==> src/rtl/video_timing_gen.sv <==
// rtl/video_timing_gen.sv - Avalon-MM programmable raster timing generator with tear-free shadow timing
`timescale 1ns/1ps
module video_timing_gen #(
  parameter int COORD_W      = 12,
  parameter int H_ACTIVE_RST = 640,
  parameter int H_TOTAL_RST  = 800,
  parameter int HS_START_RST = 656,
  parameter int HS_END_RST   = 752,
  parameter int V_ACTIVE_RST = 480,
  parameter int V_TOTAL_RST  = 525,
  parameter int VS_START_RST = 490,
  parameter int VS_END_RST   = 492,
  parameter bit ENABLE_RST   = 1'b1
) (
  input  logic               clk_clk,
  input  logic               reset_reset_n,
  input  logic               avs_read,
  input  logic               avs_write,
  input  logic [2:0]         avs_address,
  input  logic [31:0]        avs_writedata,
  output logic [31:0]        avs_readdata,
  output logic               irq,
  output logic               hsync,
  output logic               vsync,
  output logic               de,
  output logic [COORD_W-1:0] pix_x,
  output logic [COORD_W-1:0] pix_y,
  output logic               frame_start
);

  // Control bits (live; polarities act immediately, enable gates counting)
  logic ctrl_enable;
  logic ctrl_hs_pol;
  logic ctrl_vs_pol;
  logic ctrl_irq_en;

  // Live timing set, written by the CPU at any time
  logic [COORD_W-1:0] h_active, h_total, hs_start, hs_end;
  logic [COORD_W-1:0] v_active, v_total, vs_start, vs_end;

  // Shadow timing set, the one the counters and decode actually use
  logic [COORD_W-1:0] sh_h_active, sh_h_total, sh_hs_start, sh_hs_end;
  logic [COORD_W-1:0] sh_v_active, sh_v_total, sh_vs_start, sh_vs_end;

  logic [COORD_W-1:0] cx, cy;
  logic               frame_done;
  logic               cfg_err;

  logic [COORD_W-1:0] wd_lo, wd_hi;
  logic               wr_ctrl, wr_status;
  logic               last_x, last_y, wrap, en_rise, load_req, live_bad;
  logic               at_origin, h_win, v_win, in_vblank;
  logic [31:0]        rd_mux;
  logic               unused_wdata;

  // Register fields are 16 bits wide on the bus; only COORD_W bits are kept
  assign wd_lo        = avs_writedata[COORD_W-1:0];
  assign wd_hi        = avs_writedata[16 +: COORD_W];
  assign unused_wdata = ^avs_writedata;

  assign wr_ctrl   = avs_write && (avs_address == 3'd0);
  assign wr_status = avs_write && (avs_address == 3'd5);

  assign last_x    = (cx == sh_h_total - 1'b1);
  assign last_y    = (cy == sh_v_total - 1'b1);
  assign wrap      = ctrl_enable && last_x && last_y;
  // Enabling from idle restarts at (0,0), so it is also a frame boundary
  assign en_rise   = wr_ctrl && avs_writedata[0] && !ctrl_enable;
  assign load_req  = wrap || en_rise;
  assign live_bad  = (h_total < COORD_W'(2)) || (v_total < COORD_W'(2));

  assign at_origin = (cx == '0) && (cy == '0);
  assign h_win     = (cx >= sh_hs_start) && (cx < sh_hs_end);
  assign v_win     = (cy >= sh_vs_start) && (cy < sh_vs_end);
  assign in_vblank = (cy >= sh_v_active);

  assign irq = frame_done && ctrl_irq_en;

  // CPU writes to the live control and timing registers
  always_ff @(posedge clk_clk) begin
    if (!reset_reset_n) begin
      ctrl_enable <= ENABLE_RST;
      ctrl_hs_pol <= 1'b0;
      ctrl_vs_pol <= 1'b0;
      ctrl_irq_en <= 1'b0;
      h_active    <= COORD_W'(H_ACTIVE_RST);
      h_total     <= COORD_W'(H_TOTAL_RST);
      hs_start    <= COORD_W'(HS_START_RST);
      hs_end      <= COORD_W'(HS_END_RST);
      v_active    <= COORD_W'(V_ACTIVE_RST);
      v_total     <= COORD_W'(V_TOTAL_RST);
      vs_start    <= COORD_W'(VS_START_RST);
      vs_end      <= COORD_W'(VS_END_RST);
    end else if (avs_write) begin
      case (avs_address)
        3'd0: begin
          ctrl_enable <= avs_writedata[0];
          ctrl_hs_pol <= avs_writedata[1];
          ctrl_vs_pol <= avs_writedata[2];
          ctrl_irq_en <= avs_writedata[3];
        end
        3'd1: begin h_active <= wd_lo; h_total <= wd_hi; end
        3'd2: begin hs_start <= wd_lo; hs_end  <= wd_hi; end
        3'd3: begin v_active <= wd_lo; v_total <= wd_hi; end
        3'd4: begin vs_start <= wd_lo; vs_end  <= wd_hi; end
        default: ;
      endcase
    end
  end

  // Copy live timing to shadow at frame boundaries; reject degenerate totals
  always_ff @(posedge clk_clk) begin
    if (!reset_reset_n) begin
      sh_h_active <= COORD_W'(H_ACTIVE_RST);
      sh_h_total  <= COORD_W'(H_TOTAL_RST);
      sh_hs_start <= COORD_W'(HS_START_RST);
      sh_hs_end   <= COORD_W'(HS_END_RST);
      sh_v_active <= COORD_W'(V_ACTIVE_RST);
      sh_v_total  <= COORD_W'(V_TOTAL_RST);
      sh_vs_start <= COORD_W'(VS_START_RST);
      sh_vs_end   <= COORD_W'(VS_END_RST);
      cfg_err     <= 1'b0;
    end else begin
      if (load_req && !live_bad) begin
        sh_h_active <= h_active;
        sh_h_total  <= h_total;
        sh_hs_start <= hs_start;
        sh_hs_end   <= hs_end;
        sh_v_active <= v_active;
        sh_v_total  <= v_total;
        sh_vs_start <= vs_start;
        sh_vs_end   <= vs_end;
      end
      if (load_req && live_bad)
        cfg_err <= 1'b1;
      else if (wr_status && avs_writedata[2])
        cfg_err <= 1'b0;
    end
  end

  // Sticky frame flag: a new frame beats a simultaneous write-1-to-clear
  always_ff @(posedge clk_clk) begin
    if (!reset_reset_n)
      frame_done <= 1'b0;
    else if (ctrl_enable && at_origin)
      frame_done <= 1'b1;
    else if (wr_status && avs_writedata[1])
      frame_done <= 1'b0;
  end

  // Raster counters; held at the origin while disabled
  always_ff @(posedge clk_clk) begin
    if (!reset_reset_n || !ctrl_enable) begin
      cx <= '0;
      cy <= '0;
    end else if (last_x) begin
      cx <= '0;
      cy <= last_y ? '0 : cy + 1'b1;
    end else begin
      cx <= cx + 1'b1;
    end
  end

  // Registered decode of the counters into sync, enable and coordinates
  always_ff @(posedge clk_clk) begin
    if (!reset_reset_n) begin
      hsync       <= 1'b1;
      vsync       <= 1'b1;
      de          <= 1'b0;
      pix_x       <= '0;
      pix_y       <= '0;
      frame_start <= 1'b0;
    end else if (ctrl_enable) begin
      hsync       <= h_win ? ctrl_hs_pol : ~ctrl_hs_pol;
      vsync       <= v_win ? ctrl_vs_pol : ~ctrl_vs_pol;
      de          <= (cx < sh_h_active) && (cy < sh_v_active);
      pix_x       <= cx;
      pix_y       <= cy;
      frame_start <= at_origin;
    end else begin
      hsync       <= ~ctrl_hs_pol;
      vsync       <= ~ctrl_vs_pol;
      de          <= 1'b0;
      pix_x       <= '0;
      pix_y       <= '0;
      frame_start <= 1'b0;
    end
  end

  // Read multiplexer over the register map
  always_comb begin
    rd_mux = '0;
    case (avs_address)
      3'd0: rd_mux = {28'd0, ctrl_irq_en, ctrl_vs_pol, ctrl_hs_pol, ctrl_enable};
      3'd1: rd_mux = {16'(h_total), 16'(h_active)};
      3'd2: rd_mux = {16'(hs_end), 16'(hs_start)};
      3'd3: rd_mux = {16'(v_total), 16'(v_active)};
      3'd4: rd_mux = {16'(vs_end), 16'(vs_start)};
      3'd5: rd_mux = {16'(cy), 13'd0, cfg_err, frame_done, in_vblank};
      default: rd_mux = '0;
    endcase
  end

  // Read data captured one cycle after the strobe and held until the next read
  always_ff @(posedge clk_clk) begin
    if (!reset_reset_n)
      avs_readdata <= '0;
    else if (avs_read)
      avs_readdata <= rd_mux;
  end

endmodule

==> config.mk <==
export PLATFORM = sky130hd
export DESIGN_NAME = video_timing_gen
export DESIGN_NICKNAME = d
export VERILOG_FILES = /design/src/rtl/video_timing_gen.sv
export SDC_FILE = /design/constraint.sdc
export NUM_CORES = 1
export LEC_CHECK = 0
export CAP_MARGIN = 25
export CORE_MARGIN = 1
export CORE_UTILIZATION = 65
export CTS_CLUSTER_DIAMETER = 40
export DETAILED_ROUTE_END_ITERATION = 6
export GPL_TIMING_DRIVEN = 0
export MAX_ROUTING_LAYER = met4
export PLACE_DENSITY = 0.89
export SETUP_SLACK_MARGIN = 0.15
export SLEW_MARGIN = 10
export SYNTH_ARGS = -nofsm -noshare
export SYNTH_HDL_FRONTEND = slang
export SYNTH_SLANG_ARGS = --single-unit
==> constraint.sdc <==
create_clock -name clk_clk -period 6.1 [get_ports clk_clk]
set_clock_uncertainty 0.2 [all_clocks]
set_input_delay 0.61 -clock clk_clk [delete_from_list [all_inputs] [get_ports clk_clk]]
set_output_delay 0.61 -clock clk_clk [all_outputs]
set_load 0.1 [all_outputs]
# Word-level counts from Yosys, hierarchy flattened
# Cells that the tools add are included.
# totals
reg_bits	282
in_bits	39
out_inout_bits	61
wordCells	97
# op_classes
addsub	4
order_cmp	9
eq_ne	7
mux	10
bitwise	2
n_reduce_logical	34
# ops
op	count
$pmux W28 S6	1
$lt A12 B12 Y1	4
$ge A12 B12 Y1	3
$add A12 B1 Y12 const B	2
$eq A12 B12 Y1	2
$logic_not A12 Y1	2
$lt A12 B2 Y1 const B	2
$sub A12 B1 Y12 const B	2
$logic_and A1 B1 Y1	16
$mux W12	1
$reduce_and A2 Y1	6
$mux W1	8
$eq A3 B2 Y1 const B	2
$eq A3 B3 Y1 const B	2
$reduce_bool A2 Y1	2
$eq A3 B1 Y1 const B	1
$logic_not A1 Y1	3
$logic_not A3 Y1	1
$logic_or A1 B1 Y1	3
$not A1 Y1	2
$reduce_or A2 Y1	1

# Longest topological paths before layout
# logic_depth
depth_word	7
depth_mapped	16
ltp_nobuf	9

# Worst setup path after synthesis
# No wires, ideal clock.
# synth_path
path_type	register to register
start	register sh_h_total[0]
end	register sh_h_active[0]
setup_ns	0.126
arrival_ns	3.110
required_ns	5.774
slack_ns	2.664
path_stages_with_launch	17
n_path_buf	7
period_less_slack_ns	3.436
cell_sequence	dfxtp_1 -> clkbuf_1 -> inv_1 -> ha_1 -> clkbuf_1 -> or3b_1 -> and3b_1 -> o2111ai_1 -> or3_1 -> buf_2 -> nor4_4 -> buf_4 -> buf_6 -> buf_8 -> buf_4 -> nand4b_1 -> nand4_1
# synth_between
elab_chain_len	6
# synth_lines
item	line	source
start: declaration	42	logic [COORD_W-1:0] sh_h_active, sh_h_total, sh_hs_start, sh_hs_end;
start signal: assignment	115	sh_h_total <= COORD_W'(H_TOTAL_RST);
start signal: assignment	126	sh_h_total <= h_total;
$sub A12 B1 Y12	64	assign last_x = (cx == sh_h_total - 1'b1);
$eq A12 B12 Y1	64	
$logic_and A1 B1 Y1 (2 in a row)	66	assign wrap = ctrl_enable && last_x && last_y;
$logic_or A1 B1 Y1	69	assign load_req = wrap || en_rise;
$logic_and A1 B1 Y1	124	if (load_req && !live_bad) begin
end signal: assignment	114	sh_h_active <= COORD_W'(H_ACTIVE_RST);
end signal: assignment	125	sh_h_active <= h_active;
end: declaration	42	
# Every way passes these cells.
# A chain may end at the register's enable or synchronous reset.

# Worst setup path in the final report
# layout_path
start	register sh_h_total[0]
end	register sh_v_total[8]
# layout_between
elab_chain_len	6
# layout_lines
item	line	source
$sub A12 B1 Y12	64	
$eq A12 B12 Y1	64	
$logic_and A1 B1 Y1 (2 in a row)	66	
$logic_or A1 B1 Y1	69	
$logic_and A1 B1 Y1	124	
end signal: assignment	119	sh_v_total <= COORD_W'(V_TOTAL_RST);
end signal: assignment	130	sh_v_total <= v_total;
end: declaration	43	logic [COORD_W-1:0] sh_v_active, sh_v_total, sh_vs_start, sh_vs_end;
# Every way passes these cells.

==> impl_metrics.csv <==
group,metric,value,unit
status,status,"complete, but fails checks",
status,violations,"DRC",
critical_path,max_stage_delay,480,ps
timing,whs,281,ps
routing,route.detailed.drc,12,
critical_path,crit_required,6310,ps
finish,synthToLayoutAreaGrowth,17.2,%
power_and_ir_drop,seqPwrFrac,39.2,%
finish,layout.nets,2207,
routing,vias,17000,
power_and_ir_drop,power.switching,1.24,mW
critical_path,criticalPathCategory,"reg -> reg",
power_and_ir_drop,p_comb_share,8.2,%
critical_path,r2r_cells,16,
finish,largest_reg_flops,24,
critical_path,endpoint_kind,"flip-flop",
timing,fmax,232,MHz
critical_path,cp-start-kind,"flip-flop",
power_and_ir_drop,switching_share,26.1,%
global_route,antenna_found_initial,1,
timing,period_minus_slack,4310,ps
place,portBuffers,81,
global_route,grt_pass1_vias,15800,
floorplan,start_util,66.8,%
floorplan,io_pins,100,
place,dp_hpwl,44900,um
critical_path,crit_start,"sh_h_total[0]$_SDFFE_PN0P_",
timing,report.final.slew_viol_count,0,
critical_path,cp.arrival,4510,ps
critical_path,cp_slowest_cell,"nor4_4",
synth,syn_area_per_cell,8.07,um^2
cts,clkSlewWorstSetupHoldPaths,60,ps
synth,netlist.area_leader.share,34.7,%
floorplan,core-area,23700,um^2
global_route,grt_max_degree,14,
synth,synth_top_area_cell,"dfxtp_1",
power_and_ir_drop,peakVddDrop,0.232,mV
timing,min_period_over_period,70.6,%
synth,synth_cell_type_count,68,
cts,clock_sinks,274,
power_and_ir_drop,powerDensity,257,nW/um^2
synth,synth_edf_count,0,
timing,hold_viol_final,0,
timing,grt_setup_unrepaired,"false",
finish,fillers,1760,
finish,layout.cells.most_common,"dfxtp_1",
synth,ys_async_sr_fraction,0,%
routing,dr.pass1.iters,7,
cts,clk_latency,540,ps
finish,regMostFlops,"avs_readdata",
routing,routed_wl,61800,um
cts,cts_max_path_buffers,3,
global_route,grt.total_usage,50.5,%
routing,wl_per_cell,25.3,um
floorplan,die_h,158,um
cts,cts_buffers,40,
power_and_ir_drop,p_leak,7.13,nW
floorplan,die_x,158,um
cts,clock_tree.root_cell,"clkbuf_16",
finish,fin_area,18500,um^2
cts,hold_buffers,0,
global_route,grt_first_pass_wirelength,91400,um
timing,relSlewSlack,26.9,%
floorplan,fp.dieArea,25000,um^2
synth,synth_seq_cells,274,
synth,synth-main-ff-cell,"dfxtp_1",
floorplan,row_count,56,
cts,h-tree-depth,2,
timing,finalSetupTns,0,ps
min_path,hp-class,"reg -> reg",
cts,post_cts_resize_count,0,
synth,synthCells,1960,
critical_path,endpoint,"sh_v_total[8]$_SDFFE_PN0P_",
power_and_ir_drop,finalPower,4.76,mW
critical_path,cp.depth,16,
cts,post_cts.repair.setup_buffers,0,
critical_path,path_buf_inv,8,
cts,cts_tree,"yes",
routing,vias_per_cell,6.97,
critical_path,path_delay_family,"simple AND/OR/NAND/NOR gates",
synth,synth_area,15800,um^2
routing,ant_nets,0,
place,routabilityCongestion,1.08,
critical_path,crit_path_max_fanout,10,
power_and_ir_drop,pwr-share-clk,52.7,%
synth,synth.area.top_cells,"dfxtp_1 (35%), nand4_1 (8.1%), ha_1 (5.9%)",
critical_path,reg2reg_slack,1790,ps
synth,ys_seq_area_share,34.7,%
power_and_ir_drop,p_int,3.52,mW
routing,drt_iter0_drc,2713,
job,drv_cap,0,
finish,mostFrequentLayoutCells,"dfxtp_1 (274), nand2_1 (228), nand4_1 (206), clkbuf_1 (162), nand3_1 (145)",
critical_path,path_cells,"clkbuf_1 > inv_1 > ha_1 > clkbuf_1 > or3b_1 > and3b_1 > o2111ai_1 > or3_1 > buf_2 > nor4_4 > buf_4 > buf_6 > buf_8 > buf_4 > nand4b_1 > nand4_1",
finish,layout-drive-gt1-share,7.53,%
global_route,grt.overflow.total,0,
timing,worst_slew_pin_slew,1100,ps
synth,ys_warn_count,0,
place,placed_area,17100,um^2
critical_path,regToRegStartpoint,"sh_h_total[0]$_SDFFE_PN0P_",
critical_path,timing.rr.end,"sh_v_total[8]$_SDFFE_PN0P_",
timing,finalSetupViolCount,0,
==> worst min-delay path by stage <==
stage                                  startpoint                             to  slack [ps]  depth (start not counted)
detailed placement   avs_readdata[2]$_SDFFE_PN0P_   avs_readdata[2]$_SDFFE_PN0P_         270                          1
CTS                  avs_readdata[2]$_SDFFE_PN0P_   avs_readdata[2]$_SDFFE_PN0P_         280                          1
global placement    avs_readdata[24]$_SDFFE_PN0P_  avs_readdata[24]$_SDFFE_PN0P_         270                          1
finish               avs_readdata[2]$_SDFFE_PN0P_   avs_readdata[2]$_SDFFE_PN0P_         280                          1
floorplan                v_active[5]$_SDFFE_PN1P_       v_active[5]$_SDFFE_PN1P_         260                          2
global route         avs_readdata[2]$_SDFFE_PN0P_   avs_readdata[2]$_SDFFE_PN0P_         300                          1
==> power by group through the flow <==
stage / combinational (mW) / sequential (mW) / clock (mW)
after floorplan: 0.187 / 1.93 / 0
after global placement: 0.364 / 1.89 / 0
after detailed placement: 0.371 / 1.90 / 0
after CTS: 0.374 / 1.86 / 2.49
after global routing: 0.401 / 1.86 / 2.57
final: 0.388 / 1.86 / 2.51
==> Yosys cell counts (30+ instances only) <==
| cell type | number |
|---|---|
| ha_1 | 75 |
| dfxtp_1 | 274 |
| nor2b_1 | 52 |
| a21boi_0 | 65 |
| a31oi_1 | 38 |
| nand4_1 | 206 |
| inv_1 | 98 |
| nand3_1 | 145 |
| clkbuf_1 | 160 |
| and3_1 | 80 |
| nand2_1 | 228 |
| a21oi_1 | 30 |
| nor2_1 | 63 |
| nand4b_1 | 65 |
==> cell families after synthesis <==
group | after synthesis | synth area share (%)
xor gates and xnor gates | 44 | 2.44
buffers and inverters | 291 | 7.74
muxes | 35 | 2.51
AOI/OAI and AO/OA | 271 | 12.0
and+or+nand+nor | 969 | 34.6
DFF | 274 | 34.7
adders and majority gates | 75 | 5.93
other | 1 | 0.0237
==> worst reg2reg max path, stage by stage (launching register included) <==
cell	delay, ps
dfxtp_1	290
clkbuf_1	200
inv_1	110
ha_1	140
clkbuf_1	270
or3b_1	450
and3b_1	240
o2111ai_1	150
or3_1	430
buf_2	190
nor4_4	480
buf_4	260
buf_6	180
buf_8	180
buf_4	190
nand4b_1	130
nand4_1	100
==> layout make-up <==
cell class | instances | area, um^2 | area share [%]
Antenna cell | 1 | 2.50 | 0.0135
Buffer | 193 | 856 | 4.62
Clock buffer | 47 | 1090 | 5.87
Clock inverter | 26 | 354 | 1.91
Inverter | 98 | 368 | 1.99
Multi-Input combinational cell | 1402 | 9150 | 49.4
Sequential cell | 274 | 5490 | 29.6
Tap cell | 319 | 399 | 2.15
Timing Repair Buffer | 84 | 831 | 4.48
==> per-layer routing <==
metal  routed length, um  track usage (%)  vias to the layer above
li1                    -                -                     7420
met1               21300             58.9                     7827
met2               25800             73.1                     1429
met3                9890             18.5                      355
met4                4800             32.1                        0
met5                   0                -                        -
==> per-stage QoR <==
stage                     setup slack, ps  cells  util, %
after CTS                            1880   2442     78.2
after global routing                 1570   2444     78.2
after global placement                940   2367     72.0
after floorplan                      2660   1967        -
final                                1790   2444     78.2
after detailed placement             1800   2369     72.1
(Power assumes the default switching activity.)
